===== src/rtl/synaptic_weight_accumulator.sv =====
// synaptic_weight_accumulator: per-neuron excitatory/inhibitory weight sums over a spike stream.
// Define SATURATING_ACCUM_EN to clamp each add at the signed limits instead of wrapping.
module synaptic_weight_accumulator #(
  parameter int INTEGER_WIDTH   = 32,
  parameter int DATA_WIDTH_FRAC = 32,
  parameter int DATA_WIDTH      = INTEGER_WIDTH + DATA_WIDTH_FRAC,
  parameter int SYN_ADDR_WIDTH  = 16,
  parameter int COUNT_WIDTH     = 16
) (
  input  logic                      Clock,
  input  logic                      Reset,
  input  logic                      Start,
  input  logic [SYN_ADDR_WIDTH-1:0] WeightBase,
  input  logic                      SpikeValid,
  output logic                      SpikeReady,
  input  logic [SYN_ADDR_WIDTH-1:0] SpikePreIndex,
  input  logic                      SpikeExcitatory,
  input  logic                      SpikeLast,
  output logic                      WeightRdEn,
  output logic [SYN_ADDR_WIDTH-1:0] WeightRdAddr,
  input  logic [DATA_WIDTH-1:0]     WeightRdData,
  output logic [DATA_WIDTH-1:0]     ExWeightSum,
  output logic [DATA_WIDTH-1:0]     InWeightSum,
  output logic [COUNT_WIDTH-1:0]    SpikeCount,
  output logic                      Busy,
  output logic                      Done
);
  typedef enum logic [1:0] {IDLE, ACCEPT, DRAIN, DONE} state_t;
  state_t state, state_nxt;
  logic [SYN_ADDR_WIDTH-1:0] base;
  logic pend_v, pend_ex, hs;
  function automatic logic [DATA_WIDTH-1:0] acc(input logic [DATA_WIDTH-1:0] a, input logic [DATA_WIDTH-1:0] b);
`ifdef SATURATING_ACCUM_EN
    logic [DATA_WIDTH-1:0] s;
    s = a + b;
    if (a[DATA_WIDTH-1] == b[DATA_WIDTH-1] && s[DATA_WIDTH-1] != a[DATA_WIDTH-1])
      s = a[DATA_WIDTH-1] ? {1'b1, {(DATA_WIDTH-1){1'b0}}} : {1'b0, {(DATA_WIDTH-1){1'b1}}};
    return s;
`else
    return a + b;
`endif
  endfunction
  always_comb begin
    SpikeReady   = state == ACCEPT;
    hs           = SpikeValid & SpikeReady;
    WeightRdEn   = hs;
    WeightRdAddr = hs ? base + SpikePreIndex : '0;
    Busy         = state != IDLE;
    Done         = state == DONE;
    state_nxt    = state == IDLE   ? (Start ? ACCEPT : IDLE) :
                   state == ACCEPT ? (hs && SpikeLast ? DRAIN : ACCEPT) :
                   state == DRAIN  ? DONE : IDLE;
  end
  // the weight for a spike accepted in cycle t arrives in t+1 and is summed at the end of t+1
  always_ff @(posedge Clock) begin
    if (Reset) begin
      state       <= IDLE;
      base        <= '0;
      pend_v      <= 1'b0;
      pend_ex     <= 1'b0;
      ExWeightSum <= '0;
      InWeightSum <= '0;
      SpikeCount  <= '0;
    end else begin
      state  <= state_nxt;
      pend_v <= hs;
      if (hs) pend_ex <= SpikeExcitatory;
      if (state == IDLE && Start) begin
        base        <= WeightBase;
        ExWeightSum <= '0;
        InWeightSum <= '0;
        SpikeCount  <= '0;
      end else begin
        if (hs) SpikeCount <= SpikeCount + COUNT_WIDTH'(1);
        if (pend_v && pend_ex) ExWeightSum <= acc(ExWeightSum, WeightRdData);
        if (pend_v && !pend_ex) InWeightSum <= acc(InWeightSum, WeightRdData);
      end
    end
  end
endmodule

===== config.mk =====
export PLATFORM = sky130hd
export DESIGN_NAME = synaptic_weight_accumulator
export DESIGN_NICKNAME = d
export VERILOG_FILES = /design/src/rtl/synaptic_weight_accumulator.sv
export SDC_FILE = /design/constraint.sdc
export NUM_CORES = 1
export LEC_CHECK = 0
export CAP_MARGIN = 5
export CORE_MARGIN = 5
export CORE_UTILIZATION = 49
export CTS_BUF_LIST = sky130_fd_sc_hd__clkbuf_8 sky130_fd_sc_hd__clkbuf_16
export DETAILED_ROUTE_END_ITERATION = 12
export DONT_BUFFER_PORTS = 1
export PLACE_DENSITY = 0.7
export SYNTH_ARGS = -nofsm -noshare
export SYNTH_HDL_FRONTEND = slang
export SYNTH_SLANG_ARGS = --single-unit

===== constraint.sdc =====
create_clock -name Clock -period 5.7 [get_ports Clock]
set_input_delay 0.855 -clock Clock [delete_from_list [all_inputs] [get_ports Clock]]
set_output_delay 0.855 -clock Clock [all_outputs]
set_load 0.05 [all_outputs]

* Word-level counts from Yosys, hierarchy flattened *
Cells that the tools add are included.

word-level totals
  word-level logic and storage cells = 29
  bits of input ports = 102
  output and inout port bits = 164
  register bits = 164

cells by class
  equality and inequality tests = 3
  add/subtract/negate cells = 4
  mux-type cells = 6
  bitwise gates (word level) = 1
  reduce and logical (&&, ||, !) cells = 8

operators by type and width
  cell                   number
  $add 64x64->64         2
  $add 16x1->16 const B  1
  $add 16x16->16         1
  $mux 16                1
  $mux 2                 4
  $eq 2x2->1 const B     2
  $logic_and 1x1->1      4
  $eq 2x1->1 const B     1
  $logic_not 2->1        1
  $reduce_bool 2->1      1
  $reduce_or 2->1        1
  $and 1x1->1            1
  $logic_not 1->1        1
  $mux 1                 1

* Logic depth before layout (Yosys ltp) *
  word-level depth = 6
  mapped depth = 12
  gate-level depth less buffers = 12

* Worst setup path before layout *
No wires, ideal clock.

  path kind = input -> output
  start point = input SpikePreIndex[0]
  end point = output WeightRdAddr[14]
  stages = 12
  buffers on the path = 0
  arrival = 3.834 ns
  setup slack = 1.011 ns
  required time = 4.845 ns
  cells stage by stage = ha_1 -> fa_1 -> a21o_1 -> a21oi_1 -> o21bai_1 -> a21oi_1 -> o21bai_1 -> a41o_1 -> o41a_1 -> a221o_1 -> xnor2_1 -> nor2_1

between the ends
  cells in the longest elaborated chain, start to end = 2

RTL lines
  item            RTL line  text
  from (decl)     16        input logic [SYN_ADDR_WIDTH-1:0] SpikePreIndex,
  $add 16x16->16  47        WeightRdAddr = hs ? base + SpikePreIndex : '0;
  $mux 16         47
  to (decl)       20        output logic [SYN_ADDR_WIDTH-1:0] WeightRdAddr,

No other way between the ends.

* Final worst setup path *
  start point = input SpikePreIndex[1]
  end point = output WeightRdAddr[13]

The elaborated chain is that of the path after synthesis.

==> results.py <==
metrics = {
    "outcome": {
        "status": "finished, final reports clean",
    },
    "yosys": {
        "synth-edff-count": 0,
        "synth_area_um2": 14200,
        "synth_cells": 1917,
        "syn_area_per_cell_um2": 7.40,
        "synthArstFlopShare_pct": 0,
        "synth_nets": 2164,
        "ys_warn_count": 0,
        "ys.flop_type": "dfxtp_1",
        "ys_seq_area_share_pct": 23.1,
        "ys_seq_elements": 164,
        "synth.distinct_cells": 93,
    },
    "sta": {
        "tightest_slew_ns": 0.912,
        "rsz0062_at_grt": "false",
        "finalSetupTns_ns": 0,
        "period_share_pct": 81.3,
        "slew_violations": 0,
        "hold_viol_final": 0,
        "maxSlewHeadroom_pct": 39.0,
        "setup_viol": 0,
        "min_period_ns": 4.63,
        "fmax_ghz": 0.216,
        "finClkSkew_ns": 0.0151,
    },
    "final_layout": {
        "layout.nets": 2080,
        "post-route-util_pct": 51.7,
        "drive_gt1_share_pct": 4.28,
        "antenna_cells": 0,
        "area_delta_synth_final_pct": 4.30,
        "mostFrequentLayoutCell": "nand2_1",
        "final_cell_mix": "314 x nand2_1, 258 x a21oi_1, 164 x dfxtp_1",
        "stdcell_area_um2": 14800,
    },
    "critical_path": {
        "worstSetupStartpointType": "input pin",
        "crit_slowest_cell": "nor2_1",
        "critPathArrivalTime_ns": 3.78,
        "crit_chain": "ha_1, a21o_1, a21oi_1, o21bai_1, a21o_1, a21oi_1, o21ai_0, o41ai_1, o21ai_0, xnor2_1, nor2_1",
        "max_stage_delay_ns": 0.69,
        "worstPathMaxFanout": 3,
        "worstPathRequired_ns": 4.85,
        "end_kind": "output pin",
        "critPathKind": "input pin to output pin",
    },
    "place": {
        "io_buffers": 0,
        "gp_congestion": 0.966,
        "hpwl_um": 34700,
        "placed_cell_area_um2": 14200,
    },
    "routing": {
        "drt_wl_total_um": 44600,
        "drcViolationCount": 0,
        "vias_per_cell": 6.22,
        "dr.pass1.iters": 6,
        "ant_nets": 0,
        "route.vias.total": 13864,
        "first_iter_violations": 1060,
        "wl_per_cell_um": 20.0,
    },
    "clocking": {
        "htreeDepth": 4,
        "cts_inserted_buffers": 17,
        "cts_tree": "built",
        "cts_resized": 0,
        "cts_hold_buf": 0,
        "clockBufferDepth": 2,
        "clk-insertion-delay-late_ns": 0.44,
        "cts_root_buf": "clkbuf_16",
        "path_clk_slew_ns": 0.07,
        "post_cts_buffers": 0,
        "clock_sinks": 164,
    },
    "floorplan": {
        "core_um2": 28600,
        "pin_count": 266,
        "num_rows": 62,
        "start_util_pct": 49.6,
        "die_w_um": 180,
        "die_area_um2": 32500,
        "die_h_um": 180,
    },
    "power_and_ir_drop": {
        "power_leakage_uw": 0.00635,
        "finalPower_uw": 2850,
        "vdd_ir_drop_max_v": 0.000163,
        "p_per_area_nw_per_um2": 193,
    },
    "grt": {
        "antenna_found_initial": 1,
        "grt_max_degree": 60,
        "grt_pass1_vias": 13068,
        "grt.overflow.total": 0,
        "track_usage_pct": 26.2,
        "grt_pass1_wl_um": 71000,
    },
    "worst_hold_path": {
        "hp-class": "flip-flop to flip-flop",
    },
    "run": {
        "maxCapViolCount": 0,
    },
}
-- critical path: cells and delay by family --
family                     cells  cell delay (ns)
and+or+nand+nor                1             0.69
xor gates and xnor gates       1             0.19
AOI/OAI and AO/OA              8             1.77
adders and majority gates      1             0.27
-- per-layer routing --
| layer | track usage [%] | part of all wire [%] | vias up |
|---|---|---|---|
| met5 | 0 | 0.029 | - |
| met4 | 8.74 | 3.1 | 2 |
| met3 | 9.89 | 11 | 84 |
| met2 | 41.8 | 44 | 577 |
| met1 | 32.8 | 42 | 6436 |
| li1 | - | - | 6765 |
-- kinds of logic (layout without fill, tap and decap cells) --
logic type      after synthesis  count (layout)  share of synthesized area, %
simple gates                693             693                          22.5
compound gates              630             630                          28.7
flops                       164             164                          23.1
buf+inv                     159              88                          4.96
fa+ha+maj                   145             145                          12.9
xor+xnor                    122             122                          7.53
mux                           4               4                         0.282
-- cell type report --
class	count	area (um^2)
inverter	47	176
multi-input combinational	1594	10200
clock buffer	17	425
timing repair buffer	9	67.6
clock inverter	15	140
sequential	164	3280
tap	384	480
fill	2771	13800
-- cells in the mapped netlist, types with 44 or more instances --
cell | instances | area (um^2)
a21o_1 | 86 | 646
a21oi_1 | 258 | 1290
clkbuf_1 | 72 | 270
dfxtp_1 | 164 | 3280
ha_1 | 142 | 1780
inv_1 | 46 | 173
nand2_1 | 315 | 1180
nand3_1 | 68 | 340
nand4_1 | 44 | 275
nor2_1 | 126 | 473
o21ai_0 | 79 | 395
xnor2_1 | 72 | 631
xor2_1 | 50 | 438
-- power by group --
group / switching, uW / internal, uW
logic: 322 / 158
registers: 49.8 / 1160
clock network: 577 / 581
total: 949 / 1900
-- metrics by stage --
step,hold WS (ns),instances,setup slack [ns]
6_report,0.456,2230,1.07
2_1_floorplan,0.440,1917,1.01
4_1_cts,0.457,2230,1.09
3_5_place_dp,0.447,2198,1.10
3_3_place_gp,0.441,2198,1.15
5_1_grt,0.454,2230,0.844
-- registers in the layout, indices dropped and copies added, names as in the netlist --
| register | cells |
|---|---|
| ExWeightSum | 64 |
| InWeightSum | 64 |
| SpikeCount | 16 |
| base | 16 |
| state | 2 |
| pend_ex | 1 |
| pend_v | 1 |
-- path summary, 6_finish.rpt --
kind / slack, ns / endpoint / cells after the start / from
worst max-delay path: 1.07 / WeightRdAddr[13] / 11 / SpikePreIndex[1]
worst max register to register: 1.53 / InWeightSum[63]$_SDFFE_PP0P_ / 11 / InWeightSum[9]$_SDFFE_PP0P_
worst min-delay path: 0.46 / base[7]$_SDFFE_PP0P_ / 2 / base[7]$_SDFFE_PP0P_
worst min register to register: 0.46 / base[7]$_SDFFE_PP0P_ / 2 / base[7]$_SDFFE_PP0P_
Power figures use the tool's default switching activity.
==> patch, RTL diff (same settings) <==
Set the parameter `DATA_WIDTH_FRAC` to 64 (it was 32).
--- a/src/rtl/synaptic_weight_accumulator.sv
+++ b/src/rtl/synaptic_weight_accumulator.sv
@@ -2,7 +2,7 @@
 // Define SATURATING_ACCUM_EN to clamp each add at the signed limits instead of wrapping.
 module synaptic_weight_accumulator #(
   parameter int INTEGER_WIDTH   = 32,
-  parameter int DATA_WIDTH_FRAC = 32,
+  parameter int DATA_WIDTH_FRAC = 64,
   parameter int DATA_WIDTH      = INTEGER_WIDTH + DATA_WIDTH_FRAC,
   parameter int SYN_ADDR_WIDTH  = 16,
   parameter int COUNT_WIDTH     = 16
Interface: changed (resized ExWeightSum, InWeightSum and WeightRdData); port bits go from 266 to 362. The function was not compared with the original's and may differ.
==> patch against the unedited design <==
  * Sequential cell count grew 64
  * Power increased by 58%
  * Critical path depth rose by 4
  * Setup slack got worse by 0.40 ns
  * Synthesized area grew 43%
  * Routed wire length is 62% higher
  * Final area up 45%
  * Non-clock buffer count rose by 10
==> patch: results (changes against the unedited design) <==
\begin{tabular}{lr}
\hline
Metric & Value \\
\hline
\multicolumn{2}{l}{\textbf{Placed design}} \\
Number of instances in the placed design & 3209 (was 2198) \\
Detailed-placement wirelength estimate & 56100 um (was 34700 um) \\
Post-place instance area & 20400 um\^{}2 (was 14200 um\^{}2) \\
Routability-driven placement congestion ratio & 1.01 (was 0.966) \\
\multicolumn{2}{l}{\textbf{Power}} \\
Largest voltage drop on the vdd net & 0.000249 V (was 0.000163 V) \\
Clock power frac & 47.6\% (was 40.6\%) \\
Reported leakage power & 9.28 nW (was 6.35 nW) \\
Switching power share of the total & 29.4\% (was 33.3\%) \\
Sequential Power & 1.68 mW (was 1.21 mW) \\
\multicolumn{2}{l}{\textbf{Worst setup path}} \\
Critical Path Fanout Max & 4 (was 3) \\
Arrival time of the worst setup path & 5.54 ns (was 3.78 ns) \\
FF-to-FF setup slack & 0.66 ns (was 1.53 ns) \\
Worst setup path startpoint & InWeightSum[0] (was SpikePreIndex[1]) \\
Reg-to-reg endpoint & InWeightSum[88] (was InWeightSum[63]) \\
\multicolumn{2}{l}{\textbf{Drt}} \\
Vias per inst & 6.38 (was 6.22) \\
Total Routed Length & 72500 um (was 44600 um) \\
First-iteration detailed-routing DRC count & 1996 (was 1060) \\
First-pass DRT Iterations & 8 (was 6) \\
\multicolumn{2}{l}{\textbf{STA}} \\
Worst clock skew & 0.0142 ns (was 0.0151 ns) \\
\multicolumn{2}{l}{\textbf{Clock tree}} \\
Maximum count of clock buffers along a single path & 3 (was 2) \\
Depth of the CTS H-tree & 1 (was 4) \\
Inserted Clock Buffers & 31 (was 17) \\
\multicolumn{2}{l}{\textbf{Cells and area}} \\
Final-stage net count & 3053 (was 2080) \\
Biggest registers after layout & ExWeightSum (96), InWeightSum (96) (was ExWeightSum (64), InWeightSum (64)) \\
Fraction of layout cells with a size suffix above 1 & 3.73\% (was 4.28\%) \\
Filler Cells Inserted & 3961 (was 2771) \\
\multicolumn{2}{l}{\textbf{GRT}} \\
Wire length of the first global-routing pass & 110000 um (was 71000 um) \\
Via count of the first global-routing pass & 19.4k (was 13.1k) \\
\multicolumn{2}{l}{\textbf{Min path}} \\
Number of stages on the worst hold path & 1 (was 2) \\
Hold Path Class & in2reg (was reg2reg) \\
Hold Crit Endpoint & base[3] (was base[7]) \\
\multicolumn{2}{l}{\textbf{Logic synthesis}} \\
Top area cells in the synthesized netlist & sky130\_fd\_sc\_hd\_\_dfxtp\_1 (23\%), sky130\_fd\_sc\_hd\_\_ha\_1 (13\%), sky130\_fd\_sc\_hd\_\_a21oi\_1 (10\%) (was sky130\_fd\_sc\_hd\_\_dfxtp\_1 (23\%), sky130\_fd\_sc\_hd\_\_ha\_1 (13\%), sky130\_fd\_sc\_hd\_\_a21oi\_1 (9.1\%)) \\
Count of different cell masters after synthesis & 79 (was 93) \\
Avg Synthesized Cell Area & 7.14 um\^{}2 (was 7.40 um\^{}2) \\
\multicolumn{2}{l}{\textbf{Run status}} \\
Result of the run & completed (unchanged) \\
\hline
\end{tabular}
## patch: cell count changes in the layout (fill, tap and decap cells not counted), moves of 59 or more
cell / before / now
sky130_fd_sc_hd__nand2_1: 314 / 471
sky130_fd_sc_hd__dfxtp_1: 164 / 228
sky130_fd_sc_hd__nor2_1: 125 / 184
sky130_fd_sc_hd__o21ai_0: 79 / 177
sky130_fd_sc_hd__a21oi_1: 258 / 417
sky130_fd_sc_hd__ha_1: 142 / 206
## patch: how the worst max path moves through the flow
stage,end,slack [ns],depth (start not counted)
floorplan,WeightRdAddr[14],0.95,14
CTS,InWeightSum[88],0.81,15
finish,InWeightSum[88],0.66,15
global route,WeightRdAddr[15],0.47,13
global placement,InWeightSum[89],0.65,13
detailed placement,InWeightSum[89],0.65,13
## patch: per-stage QoR
stage	power, mW	hold WS [ns]	util (%)
floorplan	2.23	0.440	-
global placement	2.37	0.442	50.0
detailed placement	2.37	0.451	50.0
CTS	4.52	0.320	52.7
global route	4.66	0.316	52.7
finish	4.50	0.340	52.7
## patch: logic make-up (layout without fill, tap and decap cells)
logic type,Yosys count,in the layout,synth area share (%)
flops,228,228,22.5
fa+ha+maj,209,209,13.0
xor+xnor,190,190,8.22
simple gates,987,987,21.8
compound gates,979,979,29.6
buf+inv,235,133,4.44
mux,6,6,0.297
## patch: final cells by class
cell class	count	share of cell area, %
clock buffers	35	3.86
clock inverters	20	1.27
inverters	59	1.03
multi-input cells	2371	68.8
flip-flops and latches	228	21.2
well taps	532	3.09
repair buffers	19	0.721
## patch: per-layer routing
layer  vias up  wire [um]  global-route usage (%)
li1       9946          -                       -
met1      9658      29700                    39.0
met2      1033      31600                    47.4
met3       200       7940                    8.83
met4         2       3220                    10.3
met5         -         20                       0
## patch: critical path, cell delays in order, from the launching register on
cell and delay (ns):
sky130_fd_sc_hd__dfxtp_1 0.69, sky130_fd_sc_hd__ha_1 0.31, sky130_fd_sc_hd__fa_1 0.23, sky130_fd_sc_hd__a21o_1 0.12, sky130_fd_sc_hd__a21o_1 0.18, sky130_fd_sc_hd__a2111o_1 0.20, sky130_fd_sc_hd__a21oi_1 0.15, sky130_fd_sc_hd__o311ai_1 0.54
sky130_fd_sc_hd__nand2_1 0.28, sky130_fd_sc_hd__o41ai_2 0.58, sky130_fd_sc_hd__a2111oi_2 0.14, sky130_fd_sc_hd__buf_4 0.20, sky130_fd_sc_hd__o32ai_1 0.63, sky130_fd_sc_hd__o21ai_0 0.23, sky130_fd_sc_hd__and3_1 0.23, sky130_fd_sc_hd__o31ai_1 0.21
